**config.mk**
```make
export PLATFORM = sky130hd
export DESIGN_NAME = ms_slave_sink
export DESIGN_NICKNAME = d
export VERILOG_FILES = /design/src/rtl/ms_slave_sink.sv
export SDC_FILE = /design/constraint.sdc
export NUM_CORES = 1
export LEC_CHECK = 0
export ABC_AREA = 1
export BUFFER_PORTS_ARGS = -buffer_cell sky130_fd_sc_hd__buf_2
export CORE_AREA = 2 2 118 120
export CTS_CLUSTER_DIAMETER = 40
export DETAILED_ROUTE_END_ITERATION = 8
export DIE_AREA = 0 0 120 122
export SYNTH_ARGS = -nofsm -noshare
export SYNTH_HDL_FRONTEND = slang
export SYNTH_SLANG_ARGS = --single-unit
export TNS_END_PERCENT = 100
```
**constraint.sdc**
```tcl
create_clock -name clk -period 5.1 [get_ports clk]
set_clock_uncertainty 0.15 [all_clocks]
set_input_delay 0.765 -clock clk [delete_from_list [all_inputs] [get_ports clk]]
set_output_delay 0.765 -clock clk [all_outputs]
set_load 0.01 [all_outputs]
```
**src/rtl/ms_slave_sink.sv**
```systemverilog
// ms_slave_sink: slave end of the ms_if master/slave link.
// Every cycle with sready high captures (addr, data) into a small FIFO. A
// rate-limited drain engine retires entries into a 2**ADDR_W x DATA_W
// register bank, and the bank can be read combinationally through rd_addr.
// Optional build macro MS_SLAVE_SEQ_CHECK_EN adds a sticky sequence checker
// on seq_err. Without the macro, seq_err is tied low.
module ms_slave_sink #(
  parameter int unsigned ADDR_W         = 2,
  parameter int unsigned DATA_W         = 8,
  parameter int unsigned DEPTH          = 4,
  parameter int unsigned DRAIN_INTERVAL = 3
) (
  input  logic                     clk,
  input  logic                     rstn,
  input  logic [ADDR_W-1:0]        addr,
  input  logic [DATA_W-1:0]        data,
  output logic                     sready,
  input  logic [ADDR_W-1:0]        rd_addr,
  output logic [DATA_W-1:0]        rd_data,
  output logic [$clog2(DEPTH):0]   fifo_level,
  output logic                     seq_err
);

  localparam int unsigned PW    = $clog2(DEPTH);
  localparam int unsigned CW    = (DRAIN_INTERVAL > 1) ? $clog2(DRAIN_INTERVAL) : 1;
  localparam int unsigned NBANK = 2 ** ADDR_W;

  logic [PW-1:0]     head;
  logic [PW-1:0]     tail;
  logic [PW:0]       count;
  logic [PW:0]       count_next;
  logic [CW-1:0]     drain_cnt;
  logic              push;
  logic              pop;
  logic              drain_tick;

  logic [ADDR_W-1:0] fifo_addr [DEPTH];
  logic [DATA_W-1:0] fifo_data [DEPTH];
  logic [DATA_W-1:0] bank      [NBANK];

  // A push is any edge where the registered sready is high; a pop needs the
  // drain slot and a non-empty FIFO at cycle start, so an entry pushed into
  // an empty FIFO is never retired on the same edge.
  always_comb begin
    push       = sready;
    drain_tick = (drain_cnt == CW'(DRAIN_INTERVAL - 1));
    pop        = drain_tick && (count != '0);
    count_next = count + (PW+1)'(push) - (PW+1)'(pop);
  end

  // Control state: occupancy, pointers, drain counter and registered ready.
  always_ff @(posedge clk or negedge rstn) begin
    if (!rstn) begin
      count     <= '0;
      head      <= '0;
      tail      <= '0;
      drain_cnt <= '0;
      sready    <= 1'b0;
    end else begin
      count     <= count_next;
      drain_cnt <= drain_tick ? '0 : drain_cnt + CW'(1);
      sready    <= (count_next < (PW+1)'(DEPTH));
      if (push) tail <= tail + PW'(1);
      if (pop)  head <= head + PW'(1);
    end
  end

  // FIFO storage; contents are don't-care while unoccupied, so no reset.
  always_ff @(posedge clk) begin
    if (push) begin
      fifo_addr[tail] <= addr;
      fifo_data[tail] <= data;
    end
  end

  // Register bank written by the drain engine in FIFO order.
  always_ff @(posedge clk or negedge rstn) begin
    if (!rstn) begin
      for (int unsigned i = 0; i < NBANK; i++) bank[i] <= '0;
    end else if (pop) begin
      bank[fifo_addr[head]] <= fifo_data[head];
    end
  end

  assign rd_data    = bank[rd_addr];
  assign fifo_level = count;

`ifdef MS_SLAVE_SEQ_CHECK_EN
  logic [ADDR_W-1:0] exp_addr;
  logic [ADDR_W-1:0] prev_addr;
  logic              err_q;

  // Sequence checker: addr must count up from 0 and data must equal the
  // previous accepted addr times four; the expected addr resyncs on every
  // push (addr+1 whether or not it matched).
  always_ff @(posedge clk or negedge rstn) begin
    if (!rstn) begin
      exp_addr  <= '0;
      prev_addr <= '0;
      err_q     <= 1'b0;
    end else if (push) begin
      if ((addr != exp_addr) || (data != (DATA_W'(prev_addr) << 2))) err_q <= 1'b1;
      exp_addr  <= addr + ADDR_W'(1);
      prev_addr <= addr;
    end
  end

  assign seq_err = err_q;
`else
  assign seq_err = 1'b0;
`endif

endmodule

```
After elaboration in Yosys (flattened, before gate mapping)
Memories as Yosys holds them, arrays and structs flattened.
Cells that the tools add are included.
Storage, ports and cells
  flip-flop bits (word level): 42
  RAM bits: 40
  input bits: 14
  output and inout bits: 13
  word-level logic and storage cells: 35
  memories: 2
Memories
  fifo_data: depth 4, width 8, rd ports 1, clocked after Yosys merged registers in 0, write ports 1, line 38  | logic [DATA_W-1:0] fifo_data [DEPTH];
  fifo_addr: depth 4, width 2, rd ports 1, clocked after Yosys merged registers in 0, write ports 1, line 37  | logic [ADDR_W-1:0] fifo_addr [DEPTH];
Cells by class
  add/sub/neg operators: 5
  $lt $le $gt $ge: 4
  equality and inequality tests: 1
  mux-type cells: 9
  bitwise gates (word level): 2
  reductions and logical operators: 3
Operator list (count)
  bitwise mux 32 bit: 1
  2-to-1 mux 8 bit: 3
  binary-select mux 8 bit (select 2 bit): 1
  demux 8 bit (select 2 bit): 1
  adder 2 x 1 -> 2 bit (second input constant): 3
  greater-or-equal comparator 3 bit (second input constant): 2
  inverter 2 -> 3 bit: 2
  adder 3 x 1 -> 3 bit: 1
  < comparator 3 x 1 -> 1 bit (second input constant): 1
  < comparator 3 bit (second input constant): 1
  nonzero test 3 bit: 1
  subtractor 3 x 1 -> 3 bit: 1
  equality test 2 bit (second input constant): 1
  logical AND 1 bit: 2
  2-to-1 mux 1 bit: 2
  2-to-1 mux 2 bit: 1

Depth between registers and ports, before layout
An unclocked memory read counts as a cell.
  word-level depth: 7
  mapped depth: 12
  gate-level depth less buffers: 10

Least setup slack after synthesis
Ideal clock, no wire load.
  path type: reg-to-reg
  start: register count[1], in the netlist fifo_level[1]
  end: register sready
  setup time: 0.121 ns
  data arrival time: 2.123 ns
  data required time: 4.829 ns
  slack: 2.706 ns
  stages on the path, launching flop included: 12
  path buffers: 2
  period minus slack after synthesis: 2.394 ns
  cells stage by stage: dfrtp_1 -> nor2_1 -> a21oi_4 -> buf_6 -> buf_6 -> ha_1 -> inv_1 -> ha_1 -> inv_1 -> fa_1 -> xor2_1 -> inv_1
On the way
  word-level cells in the longest chain between the ends: 4
  elaborated cells between the ends (all ways): 5
  those cells by class: add/sub (2); order compare (1); reduce/logical (2)
Ends and longest elaborated chain
  start: declaration: line 30  | logic [PW:0] count;
  start signal: assignment: line 60  | count <= count_next;
  nonzero test 3 bit: line 47  | pop = drain_tick && (count != '0);
  logical AND 1 bit: line 47
  named net pop: line 34  | logic pop;
  subtractor 3 x 1 -> 3 bit: line 48  | count_next = count + (PW+1)'(push) - (PW+1)'(pop);
  named net count_next[2]: line 31  | logic [PW:0] count_next;
  < comparator 3 bit: line 62  | sready <= (count_next < (PW+1)'(DEPTH));
  end signal: assignment: line 62
  end: declaration: line 17  | output logic sready,
The timed path passes the listed nets, and every way through them passes these cells.
A chain may end at the register's enable or synchronous reset.

Worst setup path in the final report
  start: input rd_addr[0]
  end: output rd_data[0]
On the way
  word-level cells in the longest chain between the ends: 4
Ends and longest elaborated chain
  start: declaration: line 18  | input logic [ADDR_W-1:0] rd_addr,
  inverter 2 -> 3 bit (not written as such): line 85  | assign rd_data = bank[rd_addr];
  binary-select mux 8 bit (select 2 bit): line 85
  2-to-1 mux 8 bit (not written as such) (2 in a row): line 85
  end: declaration: line 19  | output logic [DATA_W-1:0] rd_data,
Every way passes these cells. The select of a mux whose other input is x is not followed.

==> reports/qor.txt <==
Status: finished clean
Worst Path Class, Setup: in -> out
First-pass GRT wire length: 13000 um
Final worst-path setup slack: 2460 ps
Layout cells sized above 1: 0.146
Most frequent cells in the layout: nand2_1 (121), inv_1 (48), dfrtp_1 (42), edfxtp_1 (40), nand3_1 (34)
Total GRT Usage: 0.114
Reg2reg start: fifo_level[1]
Initial antenna violation count: 0
Total grt overflow: 0
Hold WS: 289 ps
Count of cell types in the netlist: 26
Commonest non-fill, non-tap cell in the layout: nand2_1
Starting density of the core: 0.289
Drt drc: 0
Synth top area cells: edfxtp_1 (31%), dfrtp_1 (27%), nand2_1 (12%)
CTS tree: yes
Pint: 0.00109 W
CTS-repair resized insts: 0
Post-synthesis register bit count: 82
Max stage delay on crit path: 250 ps
Req. time, crit path: 4180 ps
CP Cell Sequence: buf_2 > inv_1 > o21ai_0 > o22ai_1 > buf_2
Drt first pass iters: 4
Worst Hold Class: reg -> reg
Final TNS setup: 0 ps
Unrepaired setup endpoints after global routing: false
Highest routed layer: met4
CTS Hold Bufs: 0
Ant diodes: 0
Slew Limit Fails: 0
LEAKAGE: 2.07 nW
Peak supply drop: 0.172 mV
# rows: 43
Worst-Skew Late Latency: 330 ps
Synth Instances: 399
Most Frequent Cell on Critical Path: buf_2
Antenna viol nets, final: 0
Number of global-route vias before repair: 2541
CTS H-Tree Depth: 3
Buf/Inv on CP: 3
Port bufs: 25
Worst relative slew slack: 0.383
Switch Pwr: 0.000271 W
I/O pin total: 27
Final hold viol count: 0
Clock power share: 0.459
Via count: 2635
Worst slack at placement: 2470 ps
WP depth: 5
FF-to-FF End: sready
Startpoint types: primary input
R2R depth: 9
Max Cap Viol: 0
Clk buf depth: 2
Final Setup Violations: 0
Fin crit period: 2640 ps
Pin slew with the least headroom to its limit: 925 ps
Postcts setup bufs: 0
CP startpoint: rd_addr[0]
Reg2Reg Setup Slack: 2490 ps
Finished Core Util: 0.326
M1 WL: 3750 um
Yosys warns: 0
Mapped Avg Cell Area: 9.80 sq um
Crit-path max FO: 17
Crit path max-delay family: buffers and inverters
# clock sinks: 82
Layout overhead on the synthesized area: 12.6%
Sequential power share: 0.515
Pin count of the biggest net entering global routing: 43
Period utilization: 0.517
HPWL after detailed placement: 5280 um
Logic gate share of total power: 0.026
Post-synth top area cell: edfxtp_1
Die X: 120 um
Syn nets: 420
Placer Congestion: 0.760
Fin nets: 440
Vias per cell: 4.36
Routed len/inst: 12.9 um
Slowest stage cell, crit path: inv_1
Reg clk slew, reported paths: 60 ps
Synth top area share: 0.307
DR WL met2: 3510 um
CP endpoint kind: output port
Routed length on met3: 438 um
Final wirelength: 7770 um
Die height: 122 um
Core ar.: 13500 sq um
WP data arrival: 1720 ps
End of the critical path: rd_data[0]
CTS Buf Count: 9
Root buf cell: clkbuf_16
Pwr Density: 309 nW/um^2
Switching part of the total power: 0.200
Synthesized cell area: 3910 sq um
Sequential-to-total area share from yosys stat: 0.576
Fmax: 0.379 GHz
Total Die Area: 14600 sq um
DRT iter0 DRCs: 198
## area by class of cell
class	count	area [sq um]
clock inverters	5	55.1
fillers	1355	9100
well taps	180	225
inverters	51	191
multi-input cells	250	1320
clock buffers	11	233
repair buffers	25	125
flip-flops and latches	82	2250
## synthesized netlist by cell type (all sizes together)
cell,count
clkbuf,3
nor2,23
buf,13
edfxtp,40
o22ai,8
conb,1
o21ai,17
dfrtp,42
nand3,42
xor2,4
fa,1
nand4,16
inv,51
a21oi,1
ha,6
nand2,131
## worst min-delay path by stage
stage | to | depth (start not counted) | start
after global routing | drain_cnt[0] | 1 | drain_cnt[0]
after detailed placement | drain_cnt[0] | 1 | drain_cnt[0]
after global placement | drain_cnt[0] | 1 | drain_cnt[0]
final | drain_cnt[0] | 1 | drain_cnt[0]
after CTS | drain_cnt[0] | 1 | drain_cnt[0]
after floorplan | drain_cnt[0] | 1 | drain_cnt[0]
## logic make-up (layout without fill, tap and decap cells)
kind of cell	count (synthesis)	after routing	share of synthesized area
xor gates and xnor gates	4	4	0.00896
other	1	1	0.000959
and+or+nand+nor	212	212	0.264
adders and majority gates	7	7	0.0243
buffers and inverters	67	92	0.0864
DFF	82	82	0.576
AOI/OAI and AO/OA	26	26	0.0387
## flip-flops by register name (all words and copies together), names as in the netlist
signal / flops
bank: 32
drain_cnt: 2
fifo_addr: 8
fifo_data: 32
fifo_level: 3
head: 2
tail: 2
sready: 1
## metrics by stage
step                area (sq um)  power [W]  cells
floorplan                   3910   0.000728    399
global placement            4110   0.000747    588
detailed placement          4110   0.000749    588
CTS                         4400    0.00137    604
global route                4400    0.00141    604
finish                      4400    0.00136    604
## power groups by stage
stage                     Clock [W]  Combinational (W)  Sequential (W)
final                      0.000624          0.0000349        0.000700
after global routing       0.000664          0.0000409        0.000700
after CTS                  0.000637          0.0000357        0.000700
after detailed placement          0          0.0000357        0.000713
after global placement            0          0.0000344        0.000713
after floorplan                   0          0.0000147        0.000713
## routing by layer
layer | GRT usage | vias up
met3 | 0.0375 | 9
met5 | 0 | -
met4 | 0.0346 | 0
met2 | 0.175 | 62
met1 | 0.154 | 1230
li1 | - | 1334
No activity file was read; power rests on OpenSTA's default activity.
